$ cat src/rtl/comb_sweep_ctrl_if.sv
// comb_sweep_ctrl_if: buttons, datapath and result bus of the sweep controller.
interface comb_sweep_ctrl_if #(
    parameter int KEY_W = 2,
    parameter int LED_W = 10
);
    logic             start;
    logic             hold;
    logic [KEY_W-1:0] code_o;
    logic [LED_W-1:0] res_i;
    logic [LED_W-1:0] res_o;
    logic             res_valid;
    logic [KEY_W-1:0] res_code;
    logic [LED_W-1:0] sig_o;
    logic             busy;
    logic             done;

    modport slave (
        input  start, hold, res_i,
        output code_o, res_o, res_valid, res_code, sig_o, busy, done
    );
    modport master (
        output start, hold, res_i,
        input  code_o, res_o, res_valid, res_code, sig_o, busy, done
    );
endinterface

$ cat src/rtl/comb_sweep_ctrl.sv
// comb_sweep_ctrl: steps a combinational datapath through all input codes and folds
// each settled result into a rotate-XOR signature.
module comb_sweep_ctrl #(
    parameter int KEY_W = 2,
    parameter int LED_W = 10,
    parameter int DWELL = 4
) (
    input logic                clk,
    input logic                rst_n,
    comb_sweep_ctrl_if.slave   bus
);
    localparam int CW = $clog2(DWELL + 1);
    localparam logic [KEY_W-1:0] MAX = '1;

    typedef enum logic [1:0] {IDLE, SETTLE, CAPTURE, DONE} state_t;

    state_t        state, state_n;
    logic [CW-1:0] cnt;

    always_comb begin
        state_n = state;
        case (state)
            IDLE:    state_n = bus.start ? SETTLE : IDLE;
            SETTLE:  state_n = (!bus.hold && cnt == '0) ? CAPTURE : SETTLE;
            CAPTURE: state_n = (bus.code_o == MAX) ? DONE : SETTLE;
            default: state_n = IDLE;
        endcase
    end

    always_ff @(posedge clk or negedge rst_n)
        if (!rst_n) state <= IDLE;
        else        state <= state_n;

    always_ff @(posedge clk or negedge rst_n) begin
        if (!rst_n) begin
            cnt           <= '0;
            bus.code_o    <= '0;
            bus.res_o     <= '0;
            bus.res_code  <= '0;
            bus.sig_o     <= '0;
            bus.res_valid <= 1'b0;
        end else begin
            bus.res_valid <= (state == CAPTURE);
            if (state == IDLE && bus.start) begin
                bus.code_o <= '0;
                cnt        <= CW'(DWELL - 1);
                bus.sig_o  <= '0;
            end
            if (state == SETTLE && !bus.hold && cnt != '0)
                cnt <= cnt - 1'b1;
            if (state == CAPTURE) begin
                bus.res_o    <= bus.res_i;
                bus.res_code <= bus.code_o;
                bus.sig_o    <= {bus.sig_o[LED_W-2:0], bus.sig_o[LED_W-1]} ^ bus.res_i;
                if (bus.code_o != MAX) begin
                    bus.code_o <= bus.code_o + 1'b1;
                    cnt        <= CW'(DWELL - 1);
                end
            end
        end
    end

    // Status is decoded straight from the state register, so it never glitches on res_i.
    assign bus.busy = (state == SETTLE) || (state == CAPTURE);
    assign bus.done = (state == DONE);
endmodule

$ cat src/flat_wrapper.sv
// flat-port wrapper written by rule: the top's interface ports become plain ports
module comb_sweep_ctrl_flat 
#(
    parameter int KEY_W = 2,
    parameter int LED_W = 10,
    parameter int DWELL = 4
)
  (clk, rst_n, bus_start, bus_hold, bus_res_i, bus_code_o, bus_res_o, bus_res_valid, bus_res_code, bus_sig_o, bus_busy, bus_done);
  comb_sweep_ctrl_if #(.KEY_W(KEY_W), .LED_W(LED_W)) bus_i ();
  input logic clk;
  input logic rst_n;
  input wire logic [$bits(bus_i.start)-1:0] bus_start;
  input wire logic [$bits(bus_i.hold)-1:0] bus_hold;
  input wire logic [$bits(bus_i.res_i)-1:0] bus_res_i;
  output wire logic [$bits(bus_i.code_o)-1:0] bus_code_o;
  output wire logic [$bits(bus_i.res_o)-1:0] bus_res_o;
  output wire logic [$bits(bus_i.res_valid)-1:0] bus_res_valid;
  output wire logic [$bits(bus_i.res_code)-1:0] bus_res_code;
  output wire logic [$bits(bus_i.sig_o)-1:0] bus_sig_o;
  output wire logic [$bits(bus_i.busy)-1:0] bus_busy;
  output wire logic [$bits(bus_i.done)-1:0] bus_done;
  assign bus_i.start = bus_start;
  assign bus_i.hold = bus_hold;
  assign bus_i.res_i = bus_res_i;
  assign bus_code_o = bus_i.code_o;
  assign bus_res_o = bus_i.res_o;
  assign bus_res_valid = bus_i.res_valid;
  assign bus_res_code = bus_i.res_code;
  assign bus_sig_o = bus_i.sig_o;
  assign bus_busy = bus_i.busy;
  assign bus_done = bus_i.done;
  comb_sweep_ctrl #(.KEY_W(KEY_W), .LED_W(LED_W), .DWELL(DWELL)) u_core (.clk(clk), .rst_n(rst_n), .bus(bus_i));
endmodule
$ cat config.mk
export PLATFORM = sky130hd
export DESIGN_NAME = comb_sweep_ctrl_flat
export DESIGN_NICKNAME = d
export VERILOG_FILES = /design/src/rtl/comb_sweep_ctrl_if.sv /design/src/rtl/comb_sweep_ctrl.sv /design/src/flat_wrapper.sv
export SDC_FILE = /design/constraint.sdc
export NUM_CORES = 1
export LEC_CHECK = 0
export BUFFER_PORTS_ARGS = -buffer_cell sky130_fd_sc_hd__buf_2
export CORE_MARGIN = 5
export CORE_UTILIZATION = 40
export CTS_CLUSTER_SIZE = 24
export DETAILED_ROUTE_END_ITERATION = 6
export PLACE_DENSITY = 0.76
export SLEW_MARGIN = 20
export SYNTH_ARGS = -nofsm -noshare
export SYNTH_HDL_FRONTEND = slang
export SYNTH_SLANG_ARGS = --single-unit
$ cat constraint.sdc
create_clock -name clk -period 2.25 [get_ports clk]
set_clock_uncertainty 0.1 [all_clocks]
set_input_delay 0 -clock clk [delete_from_list [all_inputs] [get_ports clk]]
set_output_delay 0 -clock clk [all_outputs]
set_load 0.01 [all_outputs]
==> impl_metrics.ini <==
[outcome]
status = finished, final reports clean

[finish]
final_common_cell = buf_2
nFillCells = 305
nets = 201
seqCellArea_um2 = 750.7
area_growth_syn_to_layout_pct = 30.14
layout_common_cells = 40 x buf_2, 30 x dfrtp_1, 22 x nand2_1
multiInputGateArea_um2 = 623.1
fin_area_um2 = 1886
fin_util = 0.5520
diodes = 0
drive_above_1_share = 0.3556

[power_and_ir_drop]
seqPwrFrac = 0.427
p_sw_frac = 0.3236
p_comb_frac = 0.336
cellPowerDensity_nw_per_um2 = 977.3
internal_power_uw = 1247
leakage_uw = 0.0009943
peakVddDrop_mv = 0.6181
clkPwrFrac = 0.237
net-switching-power_uw = 596.3

[sta]
period_share = 0.7352
relSlewSlack = 0.5616
max_freq_ghz = 0.6045
fin_setup_tns_ns = 0
post-route-min-period_ns = 1.654
hold_viol = 0
timing.final.max_slew_violations = 0
hold-worst-slack_ns = 0.1266
rsz0062_at_grt = false
worst_pin_slew_ns = 0.6576
setup_viol = 0

[place]
hpwlAfterDp_um = 2160
portBuffers = 40
placed_cell_area_um2 = 1674
place_congestion = 0.8145

[critical_path]
cp-end-kind = register
critPathBufInv = 1
critPathSlowestCell = dfrtp_1
cp-start-kind = register
critPathKind = register to register
critical-path-top-delay-family = flip-flops
r2r_cells = 5
critPathMaxStageDelay_ns = 0.41
crit_arrival_ns = 1.76
crit_path_max_fanout = 13
cp_cell_sequence = inv_1 > ha_1 > nand2_1 > o2111ai_1 > o21ai_0
cp_data_required_time_ns = 2.36
critical_path_depth = 5

[die]
die_w_um = 70.19
pin_count = 41
dieArea_um2 = 4926
core_um2 = 3416
initial_core_util = 0.4242
die_h_um = 70.19
rows = 21

[route]
drtIter0Drc = 80
vias = 1105
wl_per_cell_um = 13.57
wirelength_um = 3066
drcViolationCount = 0
antenna_left = 0
first_pass_iters = 4
via_per_inst = 4.889

[global_route]
globalRouteMet3Util = 0.05022
met2_usage = 0.2308
track_usage = 0.1363
first_global_vias = 1159
grt_pass1_wl_um = 5382
antenna_found_initial = 0
top_usage_layer = met2
grt_use_met1 = 0.1520
overflow = 0
grt_max_degree = 37

[clock_tree]
worst_skew_pair.late_latency_ns = 0.32
numCtsBuffers = 5
h-tree-depth = 2
cts_setup_buffers = 0
path_clk_slew_ns = 0.09
ctsRootBufferMaster = clkbuf_4
cts_sinks = 30
clk_path_buf_depth = 2
hold_buffers = 13
cts_tree = yes
cts_resized = 0

[worst_hold_path]
hold_class = primary input to async pin

[logic_synthesis]
synth_area_per_cell_um2 = 11.68
ys_types = 25
ys_seq_elements = 30
yosys_warnings = 0
synth_fp_nets = 145
seq_area_frac_synth = 0.5181
netlist_area_um2 = 1449
synth_cells = 124

[flow_run]
maxCapViolCount = 0
-- layout make-up --
type                    instances  area share
flip-flops and latches         30      0.3981
repair buffers                 54      0.1858
clock inverters                 1     0.01593
inverters                       6     0.01194
clock buffers                   6     0.02721
multi-input cells              83      0.3305
well taps                      46     0.03052
-- sequential cells by signal, indices dropped and copies added, names as in the netlist --
register,count
u_core.state,2
u_core.bus.code_o,2
u_core.bus.res_code,2
u_core.bus.res_valid,1
u_core.cnt,3
u_core.bus.res_o,10
u_core.bus.sig_o,10
-- per-stage QoR --
stage          cells  setup slack, ns  total power, uW
6_report         226           0.5959             1843
5_1_grt          226           0.4181             1968
4_1_cts          226           0.5924             1863
3_5_place_dp     206           0.5822             1402
3_3_place_gp     206           0.7191             1366
2_1_floorplan    124           0.8562             1179
-- logic make-up after synthesis --
group | Yosys count | share of synthesized area
AND/OR/NAND/NOR | 32 | 0.1045
flip-flops | 30 | 0.5181
buffers and inverters | 11 | 0.05181
adder cells (fa/ha/maj) | 7 | 0.06045
AO/OA/AOI/OAI | 22 | 0.09067
multiplexers | 12 | 0.1140
XOR/XNOR | 10 | 0.06045
-- path summary, 6_finish.rpt --
kind | start | to | slack, ns
setup / recovery | u_core.state[0]$_DFF_PN0_ | u_core.cnt[2]$_DFF_PN0_ | 0.60
min in group clk | bus_res_i[6] | u_core.bus.res_o[6]$_DFFE_PN0P_ | 0.36
max in group asynchronous | rst_n | u_core.state[1]$_DFF_PN0_ | 1.49
hold reg to reg | u_core.bus.res_o[8]$_DFFE_PN0P_ | u_core.bus.res_o[8]$_DFFE_PN0P_ | 0.41
hold / removal | rst_n | u_core.bus.res_o[2]$_DFFE_PN0P_ | 0.13
setup reg to reg | u_core.state[0]$_DFF_PN0_ | u_core.cnt[2]$_DFF_PN0_ | 0.60
-- power groups by stage --
stage	sequential, uW	combinational (uW)	clock [uW]
6_report	787	619	437
5_1_grt	808	687	473
4_1_cts	787	627	449
3_5_place_dp	795	607	0
3_3_place_gp	784	581	0
2_1_floorplan	837	343	0
-- Yosys cell counts --
master | n | area share
dfrtp_1 | 30 | 0.52
nand2_1 | 22 | 0.057
o21ai_0 | 13 | 0.045
xor2_1 | 10 | 0.060
mux2_4 | 8 | 0.083
ha_1 | 7 | 0.060
inv_1 | 6 | 0.016
mux2_2 | 4 | 0.031
o21ai_1 | 3 | 0.010
a21oi_1 | 2 | 0.0069
and3_1 | 2 | 0.0086
buf_6 | 2 | 0.016
nand3_1 | 2 | 0.0069
nor2_1 | 2 | 0.0052
a221oi_1 | 1 | 0.0060
a221oi_2 | 1 | 0.010
a32oi_1 | 1 | 0.0060
buf_12 | 1 | 0.014
buf_2 | 1 | 0.0035
clkbuf_2 | 1 | 0.0035
nand2b_2 | 1 | 0.0060
nand2b_4 | 1 | 0.0095
nand3b_1 | 1 | 0.0052
nor2b_2 | 1 | 0.0060
o2111ai_1 | 1 | 0.0060
-- per-layer routing --
layer	vias up	share of wire
met4	0	0.019
met5	-	0
met2	45	0.49
met1	521	0.42
li1	530	-
met3	9	0.071
Note: power is estimated with default switching activity, not from simulation.
